`config.mk`:
```
export PLATFORM = sky130hd
export DESIGN_NAME = alu_bist
export DESIGN_NICKNAME = d
export VERILOG_FILES = /design/src/rtl/alu_bist.sv
export SDC_FILE = /design/constraint.sdc
export NUM_CORES = 1
export LEC_CHECK = 0
export ABC_AREA = 1
export CORE_UTILIZATION = 54
export DETAILED_ROUTE_END_ITERATION = 12
export DONT_BUFFER_PORTS = 1
export GPL_TIMING_DRIVEN = 0
export PLACE_DENSITY = 0.69
export REMOVE_ABC_BUFFERS = 1
export SLEW_MARGIN = 20
export SYNTH_ARGS = -nofsm -noshare
export SYNTH_HDL_FRONTEND = slang
export SYNTH_SLANG_ARGS = --single-unit
```
`constraint.sdc`:
```
create_clock -name clk -period 4.43 [get_ports clk]
set_clock_uncertainty 0.05 [all_clocks]
set_input_delay 0.886 -clock clk [delete_from_list [all_inputs] [get_ports clk]]
set_output_delay 0.886 -clock clk [all_outputs]
set_load 0.005 [all_outputs]
```
`src/rtl/alu_bist.sv`:
```
// Built-in self-test engine for the Alu: LFSR operand pairs walk every op code,
// Alu results are checked against an internal golden model, and mismatches are counted.
module alu_bist #(
   parameter int          WIDTH       = 32,
   parameter int          NUM_VECTORS = 64,
   parameter logic [31:0] SEED_A      = 32'hACE12468,
   parameter logic [31:0] SEED_B      = 32'h1357BDF9,
   parameter int          ALU_LAT     = 1,
   parameter bit          CHECK_COMP  = 1'b1
) (
   input  logic             clk,
   input  logic             rst,
   input  logic             start,
   output logic             busy,
   output logic             done,
   output logic             pass,
   output logic [15:0]      err_count,
   output logic [15:0]      first_err_idx,
   output logic [WIDTH-1:0] alu_a,
   output logic [WIDTH-1:0] alu_b,
   output logic [2:0]       alu_op,
   output logic             alu_unsig,
   input  logic [WIDTH-1:0] alu_aluout,
   input  logic             alu_compout
);
   localparam logic [31:0] LFSR_TAPS  = 32'h80200003;
   localparam logic [15:0] LAST_IDX   = 16'(NUM_VECTORS - 1);
   localparam logic [2:0]  DRAIN_LAST = 3'(ALU_LAT);

   typedef enum logic [1:0] {IDLE = 2'd0, RUN = 2'd1, DRAIN = 2'd2, DONE = 2'd3} state_t;

   typedef struct packed {
      logic             vld;
      logic [WIDTH-1:0] a;
      logic [WIDTH-1:0] b;
      logic [2:0]       op;
      logic             unsig;
      logic [15:0]      idx;
   } vec_t;

   function automatic logic [31:0] lfsr_step(input logic [31:0] s);
      if (s[0]) begin
         lfsr_step = (s >> 1) ^ LFSR_TAPS;
      end else begin
         lfsr_step = s >> 1;
      end
   endfunction

   function automatic logic [2:0] op_sel(input logic [2:0] i);
      case (i)
         3'd0:    op_sel = 3'b000;
         3'd1:    op_sel = 3'b001;
         3'd2:    op_sel = 3'b010;
         3'd3:    op_sel = 3'b100;
         3'd4:    op_sel = 3'b101;
         3'd5:    op_sel = 3'b110;
         default: op_sel = 3'b000;
      endcase
   endfunction

   // Returns {compout, result}; compout is only meaningful for SUB.
   function automatic logic [WIDTH:0] golden(input logic [WIDTH-1:0] a, input logic [WIDTH-1:0] b,
                                             input logic [2:0] op, input logic unsig);
      logic [WIDTH-1:0] r;
      logic             c;
      r = '0;
      c = 1'b0;
      case (op)
         3'b000:  r = a & b;
         3'b001:  r = a | b;
         3'b010:  r = a + b;
         3'b100:  r = ~(a | b);
         3'b101:  r = a ^ b;
         3'b110: begin
            r = a - b;
            c = unsig ? (a < b) : ($signed(a) < $signed(b));
         end
         default: r = '0;
      endcase
      golden = {c, r};
   endfunction

   state_t           state_r;
   state_t           state_s;
   logic [31:0]      lfsr_a_r;
   logic [31:0]      lfsr_b_r;
   logic [15:0]      vec_idx_r;
   logic [2:0]       op_idx_r;
   logic             phase_r;
   logic [2:0]       drain_cnt_r;
   vec_t             pipe_r [ALU_LAT];
   vec_t             drive_s;
   vec_t             sample_s;
   logic [WIDTH:0]   expect_s;
   logic             mismatch_s;

   // Next-state decode
   always_comb begin
      state_s = state_r;
      case (state_r)
         IDLE: begin
            if (start) state_s = RUN;
            else       state_s = IDLE;
         end
         RUN: begin
            if (vec_idx_r == LAST_IDX) state_s = DRAIN;
            else                       state_s = RUN;
         end
         DRAIN: begin
            if (drain_cnt_r == DRAIN_LAST) state_s = DONE;
            else                           state_s = DRAIN;
         end
         DONE:    state_s = IDLE;
         default: state_s = IDLE;
      endcase
   end

   // Vector being driven this cycle and the delayed vector whose result is now due
   always_comb begin
      drive_s    = {1'b1, lfsr_a_r[WIDTH-1:0], lfsr_b_r[WIDTH-1:0], op_sel(op_idx_r), phase_r, vec_idx_r};
      sample_s   = pipe_r[ALU_LAT-1];
      expect_s   = golden(sample_s.a, sample_s.b, sample_s.op, sample_s.unsig);
      mismatch_s = 1'b0;
      if (sample_s.vld) begin
         if (alu_aluout != expect_s[WIDTH-1:0]) begin
            mismatch_s = 1'b1;
         end else if (CHECK_COMP && (sample_s.op == 3'b110) && (alu_compout != expect_s[WIDTH])) begin
            mismatch_s = 1'b1;
         end else begin
            mismatch_s = 1'b0;
         end
      end else begin
         mismatch_s = 1'b0;
      end
   end

   // FSM state, status reporting and operand generation
   always_ff @(posedge clk) begin
      if (rst) begin
         state_r       <= IDLE;
         busy          <= 1'b0;
         done          <= 1'b0;
         pass          <= 1'b0;
         err_count     <= 16'd0;
         first_err_idx <= 16'hFFFF;
         alu_a         <= '0;
         alu_b         <= '0;
         alu_op        <= 3'b000;
         alu_unsig     <= 1'b0;
         lfsr_a_r      <= 32'd0;
         lfsr_b_r      <= 32'd0;
         vec_idx_r     <= 16'd0;
         op_idx_r      <= 3'd0;
         phase_r       <= 1'b0;
         drain_cnt_r   <= 3'd0;
      end else begin
         state_r     <= state_s;
         busy        <= (state_s == RUN) || (state_s == DRAIN);
         done        <= (state_s == DONE);
         drain_cnt_r <= (state_r == DRAIN) ? drain_cnt_r + 3'd1 : 3'd0;
         if ((state_r == IDLE) && start) begin
            lfsr_a_r      <= SEED_A;
            lfsr_b_r      <= SEED_B;
            vec_idx_r     <= 16'd0;
            op_idx_r      <= 3'd0;
            phase_r       <= 1'b0;
            err_count     <= 16'd0;
            first_err_idx <= 16'hFFFF;
            pass          <= 1'b0;
         end else begin
            if (mismatch_s) begin
               if (err_count != 16'hFFFF) err_count <= err_count + 16'd1;
               if (first_err_idx == 16'hFFFF) first_err_idx <= sample_s.idx;
            end
            if (state_s == DONE) pass <= (err_count == 16'd0);
            if (state_r == RUN) begin
               alu_a     <= drive_s.a;
               alu_b     <= drive_s.b;
               alu_op    <= drive_s.op;
               alu_unsig <= drive_s.unsig;
               lfsr_a_r  <= lfsr_step(lfsr_a_r);
               lfsr_b_r  <= lfsr_step(lfsr_b_r);
               vec_idx_r <= vec_idx_r + 16'd1;
               // unsig flips every full pass through the six op codes
               if (op_idx_r == 3'd5) begin
                  op_idx_r <= 3'd0;
                  phase_r  <= ~phase_r;
               end else begin
                  op_idx_r <= op_idx_r + 3'd1;
               end
            end
         end
      end
   end

   // Delay line aligning each driven vector with its Alu result
   always_ff @(posedge clk) begin
      if (rst) begin
         for (int i = 0; i < ALU_LAT; i++) pipe_r[i] <= '0;
      end else begin
         pipe_r[0] <= (state_r == RUN) ? drive_s : '0;
         for (int i = 1; i < ALU_LAT; i++) pipe_r[i] <= pipe_r[i-1];
      end
   end
endmodule

```
# Word level (Yosys, flattened, before mapping)
# Memory sizes are Yosys's and may differ from the RTL's.
# Cells that the tools add are included.
# Widths: inputs -> output; s select.
# classes
n_mux	24
magnitude_cmp	2
n_reduce_logical	14
n_eq_ne	22
bitwise	9
add_sub_neg	6
# ops
op	count
$pmux 32 s6	1
$mux 85	2
$mux 32	4
$reduce_or 85->1	1
$lt 32x32->1	2
$mux 29	2
$add 16x1->16 const B	2
$add 32x32->32	1
$and 32x32->32	1
$ne 32x32->1	1
$not 32->32	1
$or 32x32->32	1
$sub 32x32->32	1
$xor 32x32->32	1
$eq 16x16->1 const B	1
$eq 16x6->1 const B	1
$logic_not 16->1	1
$ne 16x16->1 const B	1
$eq 3x3->1 const B	5
$pmux 3 s5	1
$mux 1	11
$eq 3x1->1 const B	3
$eq 3x2->1 const B	3
$eq 2x2->1 const B	4
15 further kinds	25
# word_totals
mem_count	1
ramBits	85
out_inout_bits	103
word_cells	96
reg_bits	192
# mem_list
name	words	width	rd	rd_ports_with_merged_regs	wr	line	source
pipe_r	1	85	1	0	1	91	vec_t pipe_r [ALU_LAT];

# Longest topological paths before layout
# An unclocked memory read counts as a cell.
# logic_depth
word_depth	10
ltp_mapped	26
depth_no_buf	25

# Worst setup path before layout
# No wires, ideal clock.
# synth_path
kind	reg2reg
startpoint	memory pipe_r[0][20] in the netlist's numbering
endpoint	register first_err_idx[10]
path_slack_ps	1672
synth_period_minus_slack_ps	2758
setup_time_ps	130
path_buffers	1
stages_incl_launch_ff	23
t_arrival_ps	2578
path_cell_list	dfxtp_1 -> ha_1 -> inv_1 -> fa_1 -> inv_1 -> nand3_1 -> nand2_1 -> nand2_1 -> nand2_1 -> nand3_1 -> nand2_1 -> nand2_1 -> nand3_1 -> nand4_1 -> nand2_1 -> nand2_1 -> nor2_1 -> nand2_1 -> nor2_1 -> nand3_2 -> clkbuf_1 -> nand4_1 -> nand3_1
# synth_via
elab_chain_len	10
# synth_rtl
element	line	source
from (decl)	91	
$mem_v2 1x85 (*)	--	
branches (longest 6 deep; another with $sub 32x32->32)	--	
$mux 1 (*)	125	if (alu_aluout != expect_s[WIDTH-1:0]) begin
$mux 1 (*)	124	if (sample_s.vld) begin
$reduce_and 2->1 (no source line) (*)	--	
to (signal assigned)	173	if (first_err_idx == 16'hFFFF) first_err_idx <= sample_s.idx;
to (decl)	18	output logic [15:0] first_err_idx,
# Every way passes the cells marked *.
# A chain may end at the register's enable or synchronous reset.

# Worst setup path in the final report
# layout_path
startpoint	memory pipe_r[0][74] in the netlist's numbering
endpoint	register err_count[1]
# layout_via
elab_chain_len	10
# layout_rtl
element	line	source
$mem_v2 1x85 (*)	--	
branches (longest 6 deep; another with $sub 32x32->32)	--	
$mux 1 (*)	125	
$mux 1 (*)	124	
$reduce_and 2->1 (no source line) (*)	--	
to (signal assigned)	172	if (err_count != 16'hFFFF) err_count <= err_count + 16'd1;
to (decl)	17	output logic [15:0] err_count,
# Marked as above.

==> flow_summary.ini <==
[drt]
drc = 0
wl_per_cell_um = 17.8
ant_nets = 0
vias = 16000
first_pass_iters = 6
dr.first_iter.drc_count = 1432
via_per_inst = 5.57
routed_wl_mm = 51.4

[critical_path]
ff2ff_setup_slack_ns = 0.35
rr_worst_depth = 21
critPathMaxFanout = 34
critical_path_class = reg -> reg
startpoint = pipe_r[0][74]
crit_required_ns = 4.82
worstReg2RegStart = pipe_r[0][74]
cp-start-kind = register
cp-end-kind = register
cp-endpoint = err_count[1]
worstPathArrival_ns = 4.46
reg2reg_to = err_count[1]

[yosys]
ys_async_sr_fraction_pct = 0
yosys_warnings = 0
synth.largest_area_cell = dfxtp_1
syn_area_per_cell_um2 = 6.60
synth.area.top_cells = dfxtp_1, nand2_1, inv_1, ha_1, nand3_1
synthFlopType = dfxtp_1
synthesis.area_um2 = 16700
netlist_instances = 2533
yosysSeqAreaShare_pct = 33.2
synth_top_area_share_pct = 33.2
synth.ff_latch_count = 277
synth-edff-count = 0
synthDistinctLibCells = 50

[sta]
slew_headroom_pct = 27.1
tightest_slew_ns = 1.09
fin_tns_setup_ns = 0
finalSetupViolCount = 0
drv_slew = 0
finalCriticalPeriod_ns = 4.08
post-route-period-util_pct = 92.0
fmax_ghz = 0.245
rsz0062_at_grt = false
finalHoldViolCount = 0

[placement]
port_buffers = 0
routabilityCongestion = 0.970
post-dp-hpwl_mm = 39.6
place_area_um2 = 16900

[floorplanning]
core_um2 = 30500
die_x_um = 178
rows = 64
dieArea_um2 = 31700
start_util_pct = 54.8
io_pins = 139
die_h_um = 178

[finish]
n_fill_cell = 2955
utilization_pct = 58.0
syn_to_final_growth_pct = 5.74
diodes = 0
drive_gt1_share_pct = 6.16
final_area_um2 = 17700
final_nets = 2607

[cts]
clk_pin_slew_worst_paths_ns = 0.06
clk_latency_ns = 0.54
cts_tree = done
numCtsBuffers = 27
hold_buffers = 0
cts_sinks = 277
htree_num_levels = 1
cts_max_path_buffers = 3
ctsRootBufferMaster = clkbuf_16

[global_route]
grt_pass1_wl_mm = 79.0
antenna_found_initial = 1
grt-ovfl-total = 0
grt_max_degree = 106
grt_pass1_vias = 14500
gr-usage-all-layers_pct = 32.1

[worst_hold_path]
timing.hold.worst.class = in -> reg
hold_depth = 1

[status]
status = finished, final reports clean

[power]
power.density_nw_per_um2 = 314
irDropWorstVdd_mv = 0.319
leakagePower_nw = 8.32

[flow_run]
max-cap-violations = 0
-- final cells by class --
type                       count  area, µm²  share of cell area [%]
tap                          396        495                    2.80
multi-input combinational   1711       9060                    51.2
clock buffer                  39        761                    4.30
clock inverter                 9       56.3                   0.318
timing repair buffer           5       95.1                   0.538
inverter                     444       1680                    9.48
sequential                   277       5550                    31.4
-- cell usage in the layout (no fill, tap or decap), types with 22 or more instances in the layout --
cell type / instances
nand4_1: 91
nand3_1: 213
o221ai_1: 31
inv_1: 425
nor3_1: 22
nor2_1: 254
nand2_1: 645
dfxtp_1: 275
ha_1: 103
o21ai_0: 45
clkbuf_16: 27
a31o_2: 39
a21oi_1: 137
-- kinds of logic (layout without fill, tap and decap cells) --
logic type / count (synthesis) / after routing / share of synthesized area [%]
and+or+nand+nor: 1270 / 1270 / 32.7
buffers and inverters: 545 / 497 / 12.9
AOI/OAI and AO/OA: 316 / 316 / 12.3
DFF: 277 / 277 / 33.2
adders and majority gates: 105 / 105 / 7.94
xor gates and xnor gates: 20 / 20 / 1.05
-- timing repair --
action,in CTS,in global routing
endpoints found under the setup margin,31,30
resized for setup,1,1
setup buffers,0,0
-- cell usage after synthesis (all sizes together) (3+ instances only) --
master and number:
inv 442, nor3 27, o21ai 49, buf 48
ha 103, dfxtp 277, xnor2 6, o22ai 12
o21bai 11, nand3b 3, xor2 14, nand4 91
nand2 658, nor4 7, a221oi 13, clkbuf 53
o221ai 31, nor2 263, nand3 216, a211oi 10
a21oi 147, a31o 39
-- layer usage --
| layer | up-vias | track usage (%) | wire [µm] |
|---|---|---|---|
| li1 | 7975 | - | - |
| met1 | 7433 | 44.9 | 23400 |
| met2 | 560 | 51.9 | 23100 |
| met3 | 79 | 4.88 | 3960 |
| met4 | 2 | 6.94 | 988 |
| met5 | - | 0 | 8 |
-- per-stage QoR --
stage / instances / total power, mW / worst slack [ns] / hold WS (ns)
2_1_floorplan: 2432 / 3.22 / -0.352 / 0.371
3_3_place_gp: 2828 / 3.44 / -3.07 / 0.384
3_5_place_dp: 2833 / 3.47 / -0.0591 / 0.393
4_1_cts: 2881 / 5.58 / 0.285 / 0.351
5_1_grt: 2881 / 5.79 / 0.0535 / 0.357
6_report: 2881 / 5.56 / 0.354 / 0.367
-- worst max-delay path: stages, from the launching register on --
cell and delay, ns:
dfxtp_1 0.35, inv_1 0.05, ha_1 0.55, inv_1 0.27, a21oi_1 0.30, o21ai_0 0.15, nand2_1 0.08, nand2_1 0.05
a21oi_1 0.20, nand2_1 0.09, nand2_1 0.07, nand3_1 0.13, nand3_1 0.13, nand2_1 0.06, nand2_1 0.11, nand3_1 0.19
nor2_2 0.18, nand3_4 0.38, nand3_4 0.38, nand2_1 0.08, nand2_1 0.07, nor2_1 0.04
-- sequential cells by signal (all words and copies together) (netlist names) --
name           cells
pipe_r            85
alu_a             32
alu_b             32
lfsr_a_r          32
lfsr_b_r          32
err_count         16
first_err_idx     16
vec_idx_r         16
alu_op             3
drain_cnt_r        3
op_idx_r           3
state_r            2
alu_unsig          1
busy               1
done               1
pass               1
phase_r            1
-- worst min path at each step --
stage / from / endpoint
2_1_floorplan: drain_cnt_r[0] / drain_cnt_r[0]
3_3_place_gp: drain_cnt_r[0] / drain_cnt_r[0]
3_5_place_dp: vec_idx_r[15] / vec_idx_r[15]
4_1_cts: rst / alu_b[27]
5_1_grt: rst / alu_b[27]
6_report: rst / alu_b[27]
-- where the power goes --
group	total, mW	switching, mW	leakage (nW)	internal (mW)
clock network	2.13	0.942	0.395	1.19
registers	2.65	0.0716	2.25	2.57
logic	0.784	0.552	5.68	0.232
Note: power is estimated with default switching activity, not from simulation.
